`src/rtl/stack_sequencer.sv`:
```
// stack_sequencer: step-paced micro-sequencer for PUSH/POP/CALL/RET.
// Drives SP, MAR, memory, PC and register-file strobes one machine cycle at a
// time. Optional overflow/underflow guard: define STACK_SEQUENCER_GUARD_EN.
// All strobes are registered and always match the decode of the current state.
module stack_sequencer #(
  parameter logic [7:0] STACK_BASE  = 8'hFF,
  parameter logic [7:0] STACK_LIMIT = 8'hF0,
  localparam int unsigned OP_W      = 2,
  localparam int unsigned SEL_W     = 3,
  localparam int unsigned DATA_W    = 8
) (
  input  logic              clk,
  input  logic              reset,
  input  logic              step,
  input  logic              start,
  input  logic [OP_W-1:0]   op,
  input  logic [SEL_W-1:0]  reg_sel_in,
  input  logic [DATA_W-1:0] sp_value,
  output logic              busy,
  output logic              done,
  output logic              fault,
  output logic              sp_en,
  output logic              sp_dec,
  output logic              sp_out,
  output logic              mar_en,
  output logic              mem_wr,
  output logic              mem_rd,
  output logic              pc_en,
  output logic              pc_wr,
  output logic              pc_out,
  output logic              tgt_out,
  output logic              reg_in,
  output logic              reg_out,
  output logic [SEL_W-1:0]  reg_sel
);

  localparam int unsigned STATE_W = 3;

  localparam logic [STATE_W-1:0] S_IDLE  = 3'd0;
  localparam logic [STATE_W-1:0] S_ADDR  = 3'd1;
  localparam logic [STATE_W-1:0] S_WRITE = 3'd2;
  localparam logic [STATE_W-1:0] S_DEC   = 3'd3;
  localparam logic [STATE_W-1:0] S_INC   = 3'd4;
  localparam logic [STATE_W-1:0] S_READ  = 3'd5;
  localparam logic [STATE_W-1:0] S_JUMP  = 3'd6;
  localparam logic [STATE_W-1:0] S_DONE  = 3'd7;

  localparam logic [OP_W-1:0] OP_PUSH = 2'b00;
  localparam logic [OP_W-1:0] OP_POP  = 2'b01;
  localparam logic [OP_W-1:0] OP_CALL = 2'b10;
  localparam logic [OP_W-1:0] OP_RET  = 2'b11;

  logic [STATE_W-1:0] state_q;
  logic [STATE_W-1:0] state_n;
  logic [OP_W-1:0]    op_q;
  logic [OP_W-1:0]    op_n;
  logic [SEL_W-1:0]   reg_sel_n;
  logic               flag_q;
  logic               flag_n;
  logic               guard_fail_c;

  logic busy_n, done_n, fault_n;
  logic sp_en_n, sp_dec_n, sp_out_n, mar_en_n;
  logic mem_wr_n, mem_rd_n;
  logic pc_en_n, pc_wr_n, pc_out_n, tgt_out_n;
  logic reg_in_n, reg_out_n;

`ifdef STACK_SEQUENCER_GUARD_EN
  // Refuse a push into a full stack or a pop from an empty one.
  always_comb begin
    guard_fail_c = 1'b0;
    case (op)
      OP_PUSH, OP_CALL: guard_fail_c = (sp_value == STACK_LIMIT);
      OP_POP,  OP_RET:  guard_fail_c = (sp_value == STACK_BASE);
      default:          guard_fail_c = 1'b0;
    endcase
  end
`else
  // Without the guard the SP simply wraps; the pointer is not inspected.
  logic unused_guard_inputs;
  assign unused_guard_inputs = ^{sp_value, STACK_BASE, STACK_LIMIT};
  assign guard_fail_c = 1'b0;
`endif

  // State, latches and registered strobes.
  always_ff @(posedge clk) begin
    if (reset) begin
      state_q <= S_IDLE;
      op_q    <= '0;
      reg_sel <= '0;
      flag_q  <= 1'b0;
      busy    <= 1'b0;
      done    <= 1'b0;
      fault   <= 1'b0;
      sp_en   <= 1'b0;
      sp_dec  <= 1'b0;
      sp_out  <= 1'b0;
      mar_en  <= 1'b0;
      mem_wr  <= 1'b0;
      mem_rd  <= 1'b0;
      pc_en   <= 1'b0;
      pc_wr   <= 1'b0;
      pc_out  <= 1'b0;
      tgt_out <= 1'b0;
      reg_in  <= 1'b0;
      reg_out <= 1'b0;
    end else begin
      state_q <= state_n;
      op_q    <= op_n;
      reg_sel <= reg_sel_n;
      flag_q  <= flag_n;
      busy    <= busy_n;
      done    <= done_n;
      fault   <= fault_n;
      sp_en   <= sp_en_n;
      sp_dec  <= sp_dec_n;
      sp_out  <= sp_out_n;
      mar_en  <= mar_en_n;
      mem_wr  <= mem_wr_n;
      mem_rd  <= mem_rd_n;
      pc_en   <= pc_en_n;
      pc_wr   <= pc_wr_n;
      pc_out  <= pc_out_n;
      tgt_out <= tgt_out_n;
      reg_in  <= reg_in_n;
      reg_out <= reg_out_n;
    end
  end

  // Next state on step, then Moore decode of the state being entered.
  always_comb begin
    state_n   = state_q;
    op_n      = op_q;
    reg_sel_n = reg_sel;
    flag_n    = flag_q;
    busy_n    = 1'b0;
    done_n    = 1'b0;
    fault_n   = 1'b0;
    sp_en_n   = 1'b0;
    sp_dec_n  = 1'b0;
    sp_out_n  = 1'b0;
    mar_en_n  = 1'b0;
    mem_wr_n  = 1'b0;
    mem_rd_n  = 1'b0;
    pc_en_n   = 1'b0;
    pc_wr_n   = 1'b0;
    pc_out_n  = 1'b0;
    tgt_out_n = 1'b0;
    reg_in_n  = 1'b0;
    reg_out_n = 1'b0;

    if (step) begin
      case (state_q)
        S_IDLE: begin
          if (start) begin
            op_n      = op;
            reg_sel_n = reg_sel_in;
            flag_n    = 1'b0;
            if (guard_fail_c) begin
              state_n = S_DONE;
              flag_n  = 1'b1;
            end else if (op == OP_PUSH || op == OP_CALL) begin
              state_n = S_ADDR;
            end else begin
              state_n = S_INC;
            end
          end
        end
        S_ADDR:  state_n = (op_q == OP_PUSH || op_q == OP_CALL) ? S_WRITE : S_READ;
        S_WRITE: state_n = S_DEC;
        S_DEC:   state_n = (op_q == OP_CALL) ? S_JUMP : S_DONE;
        S_INC:   state_n = S_ADDR;
        S_READ:  state_n = S_DONE;
        S_JUMP:  state_n = S_DONE;
        S_DONE: begin
          state_n = S_IDLE;
          flag_n  = 1'b0;
        end
        default: state_n = S_IDLE;
      endcase
    end

    busy_n = (state_n != S_IDLE);
    case (state_n)
      S_ADDR: begin
        sp_out_n = 1'b1;
        mar_en_n = 1'b1;
      end
      S_WRITE: begin
        mem_wr_n  = 1'b1;
        reg_out_n = (op_n == OP_PUSH);
        pc_out_n  = (op_n == OP_CALL);
      end
      S_DEC: begin
        sp_en_n  = 1'b1;
        sp_dec_n = 1'b1;
      end
      S_INC: begin
        sp_en_n = 1'b1;
      end
      S_READ: begin
        mem_rd_n = 1'b1;
        reg_in_n = (op_n == OP_POP);
        pc_en_n  = (op_n == OP_RET);
        pc_wr_n  = (op_n == OP_RET);
      end
      S_JUMP: begin
        tgt_out_n = 1'b1;
        pc_en_n   = 1'b1;
        pc_wr_n   = 1'b1;
      end
      S_DONE: begin
        done_n  = 1'b1;
        fault_n = flag_n;
      end
      default: ;
    endcase
  end

endmodule

```
`config.mk`:
```
export PLATFORM = sky130hd
export DESIGN_NAME = stack_sequencer
export DESIGN_NICKNAME = d
export VERILOG_FILES = /design/src/rtl/stack_sequencer.sv
export SDC_FILE = /design/constraint.sdc
export NUM_CORES = 1
export LEC_CHECK = 0
export ABC_AREA = 1
export CORE_UTILIZATION = 35
export CTS_CLUSTER_DIAMETER = 100
export CTS_CLUSTER_SIZE = 8
export DETAILED_ROUTE_END_ITERATION = 6
export GPL_TIMING_DRIVEN = 0
export PLACE_DENSITY = 0.64
export SYNTH_ARGS = -nofsm -noshare
export SYNTH_HDL_FRONTEND = slang
export SYNTH_SLANG_ARGS = --single-unit
```
`constraint.sdc`:
```
create_clock -name clk -period 3.65 [get_ports clk]
set_input_delay 1.095 -clock clk [delete_from_list [all_inputs] [get_ports clk]]
set_output_delay 1.095 -clock clk [all_outputs]
set_load 0.03 [all_outputs]
```
==> results.yml, run 1 <==
outcome:
  status: "complete, but fails checks"
  violations: "design-rule violations"
setup_path:
  cpPeakStageDelay_ps: 660
  required_ps: 2550
  cp-end-kind: "output pin"
  worstSetupPathType: "reg2out"
  cp_max_fo: 2
  crit_arrival_ps: 1390
  crit_chain: "buf_4, clkdlybuf4s50_1"
  crit_slowest_cell: "clkdlybuf4s50_1"
  startpoint_type: "flip-flop"
clocking:
  clockRootBuffer: "clkbuf_4"
  cts_hold_buf: 0
  clock_latency_ps: 300
  cts_made_buffers: 3
  htree_levels: 1
  clock-sinks: 22
  clk_pin_slew_ps: 110
  cts_tree: "done"
  postCtsSetupBuffers: 0
  cts_resized: 0
  cts_buffer_depth: 2
yosys:
  synthTopCellsByCount: "nand2_1 (27), nor2_1 (24), dfxtp_1 (22)"
  netlist_area_um2: 916
  synth_top_family_by_area: "simple AND/OR/NAND/NOR gates"
  synth_mux_area_share_pct: 0
  ys_seq_area_share_pct: 48.1
  synth_compound_area_share_pct: 6.42
  ys_warn_count: 0
  async_reset_ff_share_pct: 0
  synth-adder-area-share_pct: 0
  synth_edf_count: 0
  synth_largest_area_cell: "dfxtp_1"
  yosys.area_share.simple_pct: 35.2
  synth_xor_area_share_pct: 0
  ys.flop_type: "dfxtp_1"
  yosysTopAreaCellShare_pct: 48.1
  syn_inst: 123
  synth_cell_types: 23
  yosys-top-cells-area: "dfxtp_1 (48%), nand2_1 (11%), nor2_1 (9.8%)"
  synth-seq-cells: 22
  synth_nets: 140
  syn_area_per_cell_um2: 7.45
  synth_most_common_cell: "nand2_1"
detailed_routing:
  firstDrtPassIters: 6
  totalWireLength_mm: 1.75
  drcViolationCount: 1
  vias: 810
  post_drt_wl_per_cell_um: 9.73
  initialDrtViolationCount: 25
  postRouteAntennaNets: 0
  vias_per_cell: 4.50
power:
  p_comb_share_pct: 24.2
  p_clk_share_pct: 21.4
  peakVddDrop_uv: 263
  p_int_mw: 0.337
  swShare_pct: 29.9
  p_per_area_nw_per_um2: 395
  leakage_nw: 0.572
  p_sw_mw: 0.143
  seqPwrFrac_pct: 54.4
die:
  placementRows: 18
  start_util_pct: 37.0
  die_h_um: 53.2
  dieArea_um2: 2830
  num_io_pins: 35
  die_x_um: 53.2
  core_um2: 2480
sta:
  final.setup_skew_ps: 4.17
  setup_viol: 0
  slew_headroom_pct: 72.4
  rsz0062_at_grt: "no"
  worstMarginPinSlew_ps: 415
  hold_viol: 0
  clock.fmax_mhz: 402
  tns_ps: 0
  slew_viol_final: 0
  period_needed_ps: 2490
  fin_crit_sh_pct: 68.2
grt:
  grt_overflow_total: 0
  grt_pass1_wl_mm: 2.89
  antenna_found_initial: 0
  grt_pass1_vias: 691
  grt_max_degree: 12
  track_usage_pct: 14.2
layout:
  fin_area_um2: 1220
  area_growth_pct: 32.8
  nets: 169
  drive_gt1_share_pct: 11.3
  largestRegisters: "reg_sel x3, state_q x3, op_q x2"
  n_antenna_cell: 0
  fillers: 283
  finalNonFillerCells: 180
place:
  placed_cells: 177
  io_buffers: 24
  place_hpwl_mm: 1.40
  gp_congestion: 0.803
  dpl_cell_area_um2: 1190
job:
  cap_violations: 0
worst_hold_path:
  hp-class: "reg2reg"
==> final cells by class <==
type,count,area [um2],area share (%)
Sequential cell,22,440,36.2
Inverter,17,63.8,5.25
Clock buffer,3,22.5,1.85
Timing Repair Buffer,24,240,19.8
Buffer,4,30.0,2.47
Tap cell,30,37.5,3.09
Multi-Input combinational cell,80,382,31.4
==> worst paths after layout <==
check / from / end / slack, ps / cells after the start
worst max-delay path: pc_wr / pc_wr / 1160 / 2
worst min-delay path: flag_q / flag_q / 480 / 2
worst max register to register: state_q[1] / reg_in / 2240 / 5
worst min register to register: flag_q / flag_q / 480 / 2
==> metal layers <==
metal	up-vias	GRT usage [%]	part of all wire, %
met5	-	0	0
li1	435	-	-
met3	0	6.03	4.4
met4	0	1.32	0
met1	357	17.9	46
met2	18	23.2	49
==> worst max-delay path: cells and delay by family (launching register included) <==
kind / cells / cell delay, ps
flops: 1 / 340
buf+inv: 2 / 760
==> power groups by stage <==
stage / combinational, mW / clock [mW] / sequential [mW]
6_report: 0.116 / 0.103 / 0.261
5_1_grt: 0.128 / 0.117 / 0.263
4_1_cts: 0.117 / 0.108 / 0.261
3_5_place_dp: 0.117 / 0 / 0.267
3_3_place_gp: 0.115 / 0 / 0.266
2_1_floorplan: 0.0607 / 0 / 0.284
==> cell families (layout without fill, tap and decap cells) <==
logic type      count (synthesis)  count (layout)
compound gates                 10              10
buf+inv                        21              48
flops                          22              22
simple gates                   70              70
==> through the flow <==
step	setup WS [ps]	hold slack [ps]	utilization, %	power [mW]
global placement	1130	477	48.2	0.382
CTS	1140	486	49.1	0.486
global route	1090	535	49.1	0.508
floorplan	1670	447	-	0.345
detailed placement	1100	468	48.2	0.383
finish	1160	479	49.1	0.480
==> cells in the final DEF, fill, tap and decap left out, types with 2 or more instances in the layout <==
cell | synthesis | final
nand2_2 | 3 | 3
dfxtp_1 | 22 | 22
clkbuf_4 | 0 | 3
nand2_1 | 27 | 27
nor2_1 | 24 | 24
nor3_1 | 2 | 2
inv_2 | 2 | 2
inv_1 | 15 | 15
a21oi_1 | 2 | 2
clkdlybuf4s50_1 | 0 | 24
nand3_1 | 7 | 7
buf_4 | 2 | 2
o21ai_0 | 5 | 5
(Power assumes the default switching activity.)
==> inputs of run 2 (changes only) <==
- clock period: 3.65 -> 2.4 ns (I/O delays scaled with it)
==> results of run 2 <==
Same layout as run 1 (identical final DEF). Status: complete, but fails checks: design-rule violations.
Main changes from that run: setup slack after placement 1100 ps -> 226 ps; setup slack after layout 1160 ps -> 287 ps; register-to-register setup slack 2240 ps -> 990 ps; total power 0.480 mW -> 0.730 mW; worst IR drop on VDD 263 uV -> 399 uV
==> inputs of run 3 (changes only) <==
- CAP_MARGIN: unset -> 15
- CORE_MARGIN: unset -> 1
==> results of run 3 <==
Same layout as run 1 (identical final DEF). Status: complete, but fails checks: design-rule violations.
Main changes from that run: setup slack after placement 1100 ps -> 226 ps; setup slack after layout 1160 ps -> 287 ps; register-to-register setup slack 2240 ps -> 990 ps; total power 0.480 mW -> 0.730 mW; worst IR drop on VDD 263 uV -> 399 uV
